==> src/rtl/seq_pkg.sv <==
// Shared types for the serial pattern generator and its detectors.
package seq_pkg;

  typedef enum logic [1:0] {
    IDLE  = 2'd0,
    SHIFT = 2'd1,
    GAP   = 2'd2,
    DONE  = 2'd3
  } seq_gen_state_t;

  localparam logic [3:0] DEFAULT_PATTERN = 4'b1010;

endpackage

==> src/rtl/seq_piso.sv <==
// Parallel-in/serial-out shift register, MSB first; load wins over shift.
// msb_nxt is the MSB after this edge, so the owner can register its output bit.
module seq_piso #(
  parameter int PAT_W = 4
) (
  input  logic             clk,
  input  logic             reset,
  input  logic             load,
  input  logic [PAT_W-1:0] load_dat,
  input  logic             shift_en,
  output logic             msb_nxt,
  output logic             last
);

  localparam int IDX_W = $clog2(PAT_W);

  logic [PAT_W-1:0] sr_q, sr_d;
  logic [IDX_W-1:0] idx_q, idx_d;

  always_comb begin
    sr_d  = sr_q;
    idx_d = idx_q;
    if (load) begin
      sr_d  = load_dat;
      idx_d = '0;
    end else if (shift_en) begin
      sr_d  = {sr_q[PAT_W-2:0], 1'b0};
      idx_d = (idx_q == IDX_W'(PAT_W-1)) ? '0 : idx_q + IDX_W'(1);
    end
  end

  always_ff @(posedge clk or posedge reset) begin
    if (reset) begin
      sr_q  <= '0;
      idx_q <= '0;
    end else begin
      sr_q  <= sr_d;
      idx_q <= idx_d;
    end
  end

  assign msb_nxt = sr_d[PAT_W-1];
  assign last    = (idx_q == IDX_W'(PAT_W-1));

endmodule

==> src/rtl/seq_pattern_gen.sv <==
// Serial pattern transmitter: sends a latched pattern MSB-first repeat_cnt times over valid/ready.
// Define SEQ_GEN_GAP_EN to insert GAP_CYCLES idle cycles between repetitions.
module seq_pattern_gen
  import seq_pkg::*;
#(
  parameter int PAT_W      = 4,
  parameter int CNT_W      = 8,
  parameter int GAP_CYCLES = 2
) (
  input  logic             clk,
  input  logic             reset,
  input  logic             start,
  input  logic [PAT_W-1:0] pattern,
  input  logic [CNT_W-1:0] repeat_cnt,
  output logic             dout,
  output logic             dout_valid,
  input  logic             dout_ready,
  output logic             busy,
  output logic             done
);

  seq_gen_state_t   state_q, state_d;
  logic [PAT_W-1:0] pat_q, pat_d;
  logic [CNT_W-1:0] reps_q, reps_d;
  logic             dout_q, dout_d;
  logic             dout_valid_q, dout_valid_d;
  logic             busy_q, busy_d;
  logic             done_q, done_d;

  logic             ld;
  logic [PAT_W-1:0] ld_dat;
  logic             shift_en;
  logic             msb_nxt;
  logic             last_bit;
  logic             xfer;

`ifdef SEQ_GEN_GAP_EN
  localparam int GAP_W = (GAP_CYCLES > 1) ? $clog2(GAP_CYCLES) : 1;
  logic [GAP_W-1:0] gap_q, gap_d;
`endif

  assign xfer = dout_valid_q & dout_ready;

  always_comb begin
    state_d      = state_q;
    pat_d        = pat_q;
    reps_d       = reps_q;
    ld           = 1'b0;
    ld_dat       = pat_q;
    shift_en     = 1'b0;
    dout_valid_d = 1'b0;
`ifdef SEQ_GEN_GAP_EN
    gap_d        = gap_q;
`endif
    case (state_q)
      IDLE: begin
        if (start) begin
          state_d      = SHIFT;
          pat_d        = pattern;
          reps_d       = (repeat_cnt == '0) ? CNT_W'(1) : repeat_cnt;
          ld           = 1'b1;
          ld_dat       = pattern;
          dout_valid_d = 1'b1;
        end
      end
      SHIFT: begin
        dout_valid_d = 1'b1;
        if (xfer) begin
          if (last_bit) begin
            reps_d = reps_q - CNT_W'(1);
            if (reps_q == CNT_W'(1)) begin
              state_d      = DONE;
              dout_valid_d = 1'b0;
            end else begin
`ifdef SEQ_GEN_GAP_EN
              if (GAP_CYCLES == 0) begin
                ld = 1'b1;
              end else begin
                state_d      = GAP;
                gap_d        = GAP_W'(GAP_CYCLES - 1);
                dout_valid_d = 1'b0;
              end
`else
              ld = 1'b1;
`endif
            end
          end else begin
            shift_en = 1'b1;
          end
        end
      end
      GAP: begin
`ifdef SEQ_GEN_GAP_EN
        if (gap_q == '0) begin
          state_d      = SHIFT;
          ld           = 1'b1;
          dout_valid_d = 1'b1;
        end else begin
          gap_d = gap_q - GAP_W'(1);
        end
`else
        state_d = IDLE;
`endif
      end
      DONE: begin
        state_d = IDLE;
      end
      default: begin
        state_d = IDLE;
      end
    endcase

    // Outputs are registered from next-state values; idle dout is forced low.
    dout_d = dout_valid_d & msb_nxt;
    busy_d = (state_d != IDLE);
    done_d = (state_d == DONE);
  end

  seq_piso #(
    .PAT_W(PAT_W)
  ) u_piso (
    .clk      (clk),
    .reset    (reset),
    .load     (ld),
    .load_dat (ld_dat),
    .shift_en (shift_en),
    .msb_nxt  (msb_nxt),
    .last     (last_bit)
  );

  always_ff @(posedge clk or posedge reset) begin
    if (reset) begin
      state_q      <= IDLE;
      pat_q        <= '0;
      reps_q       <= '0;
      dout_q       <= 1'b0;
      dout_valid_q <= 1'b0;
      busy_q       <= 1'b0;
      done_q       <= 1'b0;
    end else begin
      state_q      <= state_d;
      pat_q        <= pat_d;
      reps_q       <= reps_d;
      dout_q       <= dout_d;
      dout_valid_q <= dout_valid_d;
      busy_q       <= busy_d;
      done_q       <= done_d;
    end
  end

`ifdef SEQ_GEN_GAP_EN
  always_ff @(posedge clk or posedge reset) begin
    if (reset) begin
      gap_q <= '0;
    end else begin
      gap_q <= gap_d;
    end
  end
`endif

  assign dout       = dout_q;
  assign dout_valid = dout_valid_q;
  assign busy       = busy_q;
  assign done       = done_q;

endmodule

==> config.mk <==
export PLATFORM = sky130hd
export DESIGN_NAME = seq_pattern_gen
export DESIGN_NICKNAME = d
export VERILOG_FILES = /design/src/rtl/seq_pkg.sv /design/src/rtl/seq_piso.sv /design/src/rtl/seq_pattern_gen.sv
export SDC_FILE = /design/constraint.sdc
export NUM_CORES = 1
export LEC_CHECK = 0
export ABC_AREA = 1
export BUFFER_PORTS_ARGS = -buffer_cell sky130_fd_sc_hd__buf_2
export CAP_MARGIN = 25
export CORE_MARGIN = 2
export CORE_UTILIZATION = 40
export CTS_BUF_LIST = sky130_fd_sc_hd__clkbuf_4 sky130_fd_sc_hd__clkbuf_8
export CTS_CLUSTER_DIAMETER = 150
export CTS_CLUSTER_SIZE = 25
export DETAILED_ROUTE_END_ITERATION = 16
export PLACE_DENSITY = 0.63
export SLEW_MARGIN = 40
export SYNTH_ARGS = -nofsm -noshare
export SYNTH_HDL_FRONTEND = slang
export SYNTH_SLANG_ARGS = --single-unit
export TNS_END_PERCENT = 30
==> constraint.sdc <==
create_clock -name clk -period 1.48 [get_ports clk]
set_input_delay 0.074 -clock clk [delete_from_list [all_inputs] [get_ports clk]]
set_output_delay 0.074 -clock clk [all_outputs]
set_load 0.02 [all_outputs]
==> impl_results.md <==
- Final Wtd Congestion: about 0.84
- Max stage delay on crit path: between 0.3 and 0.4 ns
- Distinct cells, synth: 27
- Post-synthesis compound-gate area fraction: 8.86%
- Period utilisation layout: 91.2%
- Avg Inst Size Synth: ~7.8 um^2
- Yosys warning total: 0
- Crit path cell chain: ha_2, inv_1, nor2_1, nand2_2, nand2_4, o21ai_0, o22ai_1
- Clk Latency, worst-skew pair: 0.30 ns
- Worst r2r src: u_piso.idx_q[0]
- Max Slew Vio Count: 0
- Leading area contributor after synthesis: dfrtp_1
- FMAX: between 700 and 800 MHz
- Total detailed-routing wirelength: about 2600 um
- P_leak: ~0.82 nW
- Post-Syn Instances: 170
- RSZ-0062 raised after global routing: false
- Post-synth net total: 189
- Post-synth EDFFs: 0
- Layout area overhead: 17.6%
- Post-synthesis sequential area ratio: between 40% and 50%
- Most frequent cells in the layout: nand2_1 (45), inv_1 (24), dfrtp_1 (24), buf_2 (19), nor2_1 (15)
- Setup TNS: 0 ns
- Maximum VDD drop: just under 0.7 mV
- Iteration-0 DRC Markers: 34
- Hpwl dp: a little under 2000 um
- Slew margin rel.: between 70% and 80%
- DRT antenna net count: 0
- Max Cap Viol: 0
- WL per Instance: around 11 um
- Hold slack final: ~0.032 ns
- # rows: 20
- Largest net degree at the start of global routing: 25
- Mapped cell area: roughly 0.0013 mm^2
- Worst EP required: between 1.5 and 2 ns
- Num CTS Buffers: 3
- Hold crit path type: primary input to flop
- Slowest cell on crit path: dfrtp_1
- Fin crit period: 1.35 ns
- Area share of fa/ha/maj cells after synthesis: ~2.8%
- CP max FO: 15
- Crit path arrival time: 1.58 ns
- CTS tree: built
- Most common cell after layout, fill and taps aside: nand2_1
- CP startpoint: u_piso.idx_q[0]
- Share of layout cells above drive strength 1: between 20% and 30%
- Fillers: between 300 and 400
- Worst Tran Pin Value: approximately 0.33 ns
- Largest family of logic cells by synthesized area: simple AND/OR/NAND/NOR gates
- Min-delay src: repeat_cnt[2]
- Bufs on Longest Clock Path: 2
- Die area: 0.00380 mm^2
- Initial core utilization: between 40% and 50%
- Final Hold Vio Count: 0
- Simple-gate portion of the synthesized area: about a third
- Core footprint: 0.00310 mm^2
- Pwr dens: between 1500 and 2000 mW/mm^2
- IO Pins: 20
- Synthesized flop and latch total: 24
- Max H-tree Level: 1
- Ys flop type: dfrtp_1
- Initial antenna violation count: 0
- N_diodes: 0
- First-pass DRT Iterations: 4
- Crit path launch type: flop
- Power, Total: roughly 2.5 mW
- Layout net count: 218
- Die W: 61.6 um
- Final Setup Violations: 0
- Post-synth ARST share: 100%
- First-pass GRT wire length: around 4400 um
- Setup Crit Path Kind: flop to flop
- Xor and xnor area share after synthesis: less than 1%
- Top cells by area in the synthesized netlist: dfrtp_1 (45%), nand2_1 (13%), inv_1 (7.1%)
- PortBufs: 19
- Total grt overflow: 0
- Final Skew: around 0.0065 ns
- Gr usage total: around 16%
- Via/cell ratio: 4.70
- Num Clock Sinks: 24
- Drc violations: 0
- Synth top area share: a little under half
- Die span in y: between 60 and 70 um
- CTS root buf: clkbuf_4
- DR vias: 1,132
- Outcome: finished, final reports clean
- Vias in the first global route: ~1,000
- Clock-pin slew on the worst setup and hold paths: approximately 0.12 ns
- CP Capture Type: flop
- Post-synthesis mux area share: 0%
## worst max-delay path, delay by kind of cell, from the launching register on
kind	cells	cell delay (ns)
AOI/OAI and AO/OA	2	0.23
and+or+nand+nor	3	0.41
adders and majority gates	1	0.21
DFF	1	0.38
buffers and inverters	1	0.04
## cell families (layout without fill, tap and decap cells)
group | after synthesis | count (layout)
AND/OR/NAND/NOR | 94 | 94
buffers and inverters | 29 | 56
flip-flops | 24 | 24
AO/OA/AOI/OAI | 19 | 19
adder cells (fa/ha/maj) | 3 | 3
XOR/XNOR | 1 | 1
## synth_stat cells, types with 2 or more instances
library cell / count
nand2_1: 46
nand3_1: 13
nor2_4: 2
a21oi_1: 3
nor3_1: 3
nand2_2: 5
dfrtp_1: 24
o21ai_0: 9
nand4_1: 3
nor2_2: 2
nand2_4: 3
ha_1: 3
nor2_1: 16
inv_1: 25
## metal layers
layer / vias up / share of wire [%] / routed length (um) / global-route usage [%]
li1: 590 / - / - / -
met4: 0 / 1.7 / 43 / 5.47
met1: 516 / 48 / 1220 / 21.1
met2: 22 / 46 / 1170 / 24.2
met3: 4 / 4.4 / 112 / 4.62
met5: - / 0 / 0 / 0
## final timing paths
| kind | end | slack [ns] | depth (start not counted) |
|---|---|---|---|
| max | reps_q[4] | 0.13 | 7 |
| min | reps_q[2] | 0.03 | 3 |
| max reg2reg | reps_q[4] | 0.13 | 7 |
| min reg2reg | u_piso.sr_q[0] | 0.49 | 2 |
| max in group asynchronous | u_piso.sr_q[0] | 0.91 | 4 |
| min in group asynchronous | u_piso.sr_q[3] | 0.34 | 4 |
## flip-flops by register name (all words and copies together), names as in the netlist
register and count:
busy 1, dout 1, reps_q 8, pat_q 4, done 1, u_piso.sr_q 4, state_q 2, dout_valid 1
u_piso.idx_q 2
## power by group
part	leakage (nW)	internal, mW	switching, mW
clock network	0.0138	0.0949	0.172
registers	0.286	0.909	0.165
logic	0.516	0.424	0.708
total	0.816	1.43	1.05
## through the flow
step	instances	setup slack [ns]	instance area, um^2	util (%)
floorplan	170	0.216	1330	-
global placement	231	0.0818	1460	47.1
detailed placement	231	0.0418	1460	47.1
CTS	239	0.0185	1530	49.4
global route	241	0.00212	1560	50.3
finish	241	0.130	1560	50.3
## area by class of cell
class                   instances  area, um^2  share of cell area, %
multi-input cells             117         616                   39.4
well taps                      44        55.1                   3.53
flip-flops and latches         24         601                   38.5
clock buffers                   3        22.5                   1.44
repair buffers                 27         168                   10.7
inverters                      26         100                   6.41
## what timing repair did
action | in CTS | in global routing
endpoints found under the hold margin | 28 | 0
setup buffers | 0 | 2
endpoints found under the setup margin | 0 | 13
hold buffers | 5 | 0
resized for setup | 0 | 5
No activity file was read; power rests on OpenSTA's default activity.
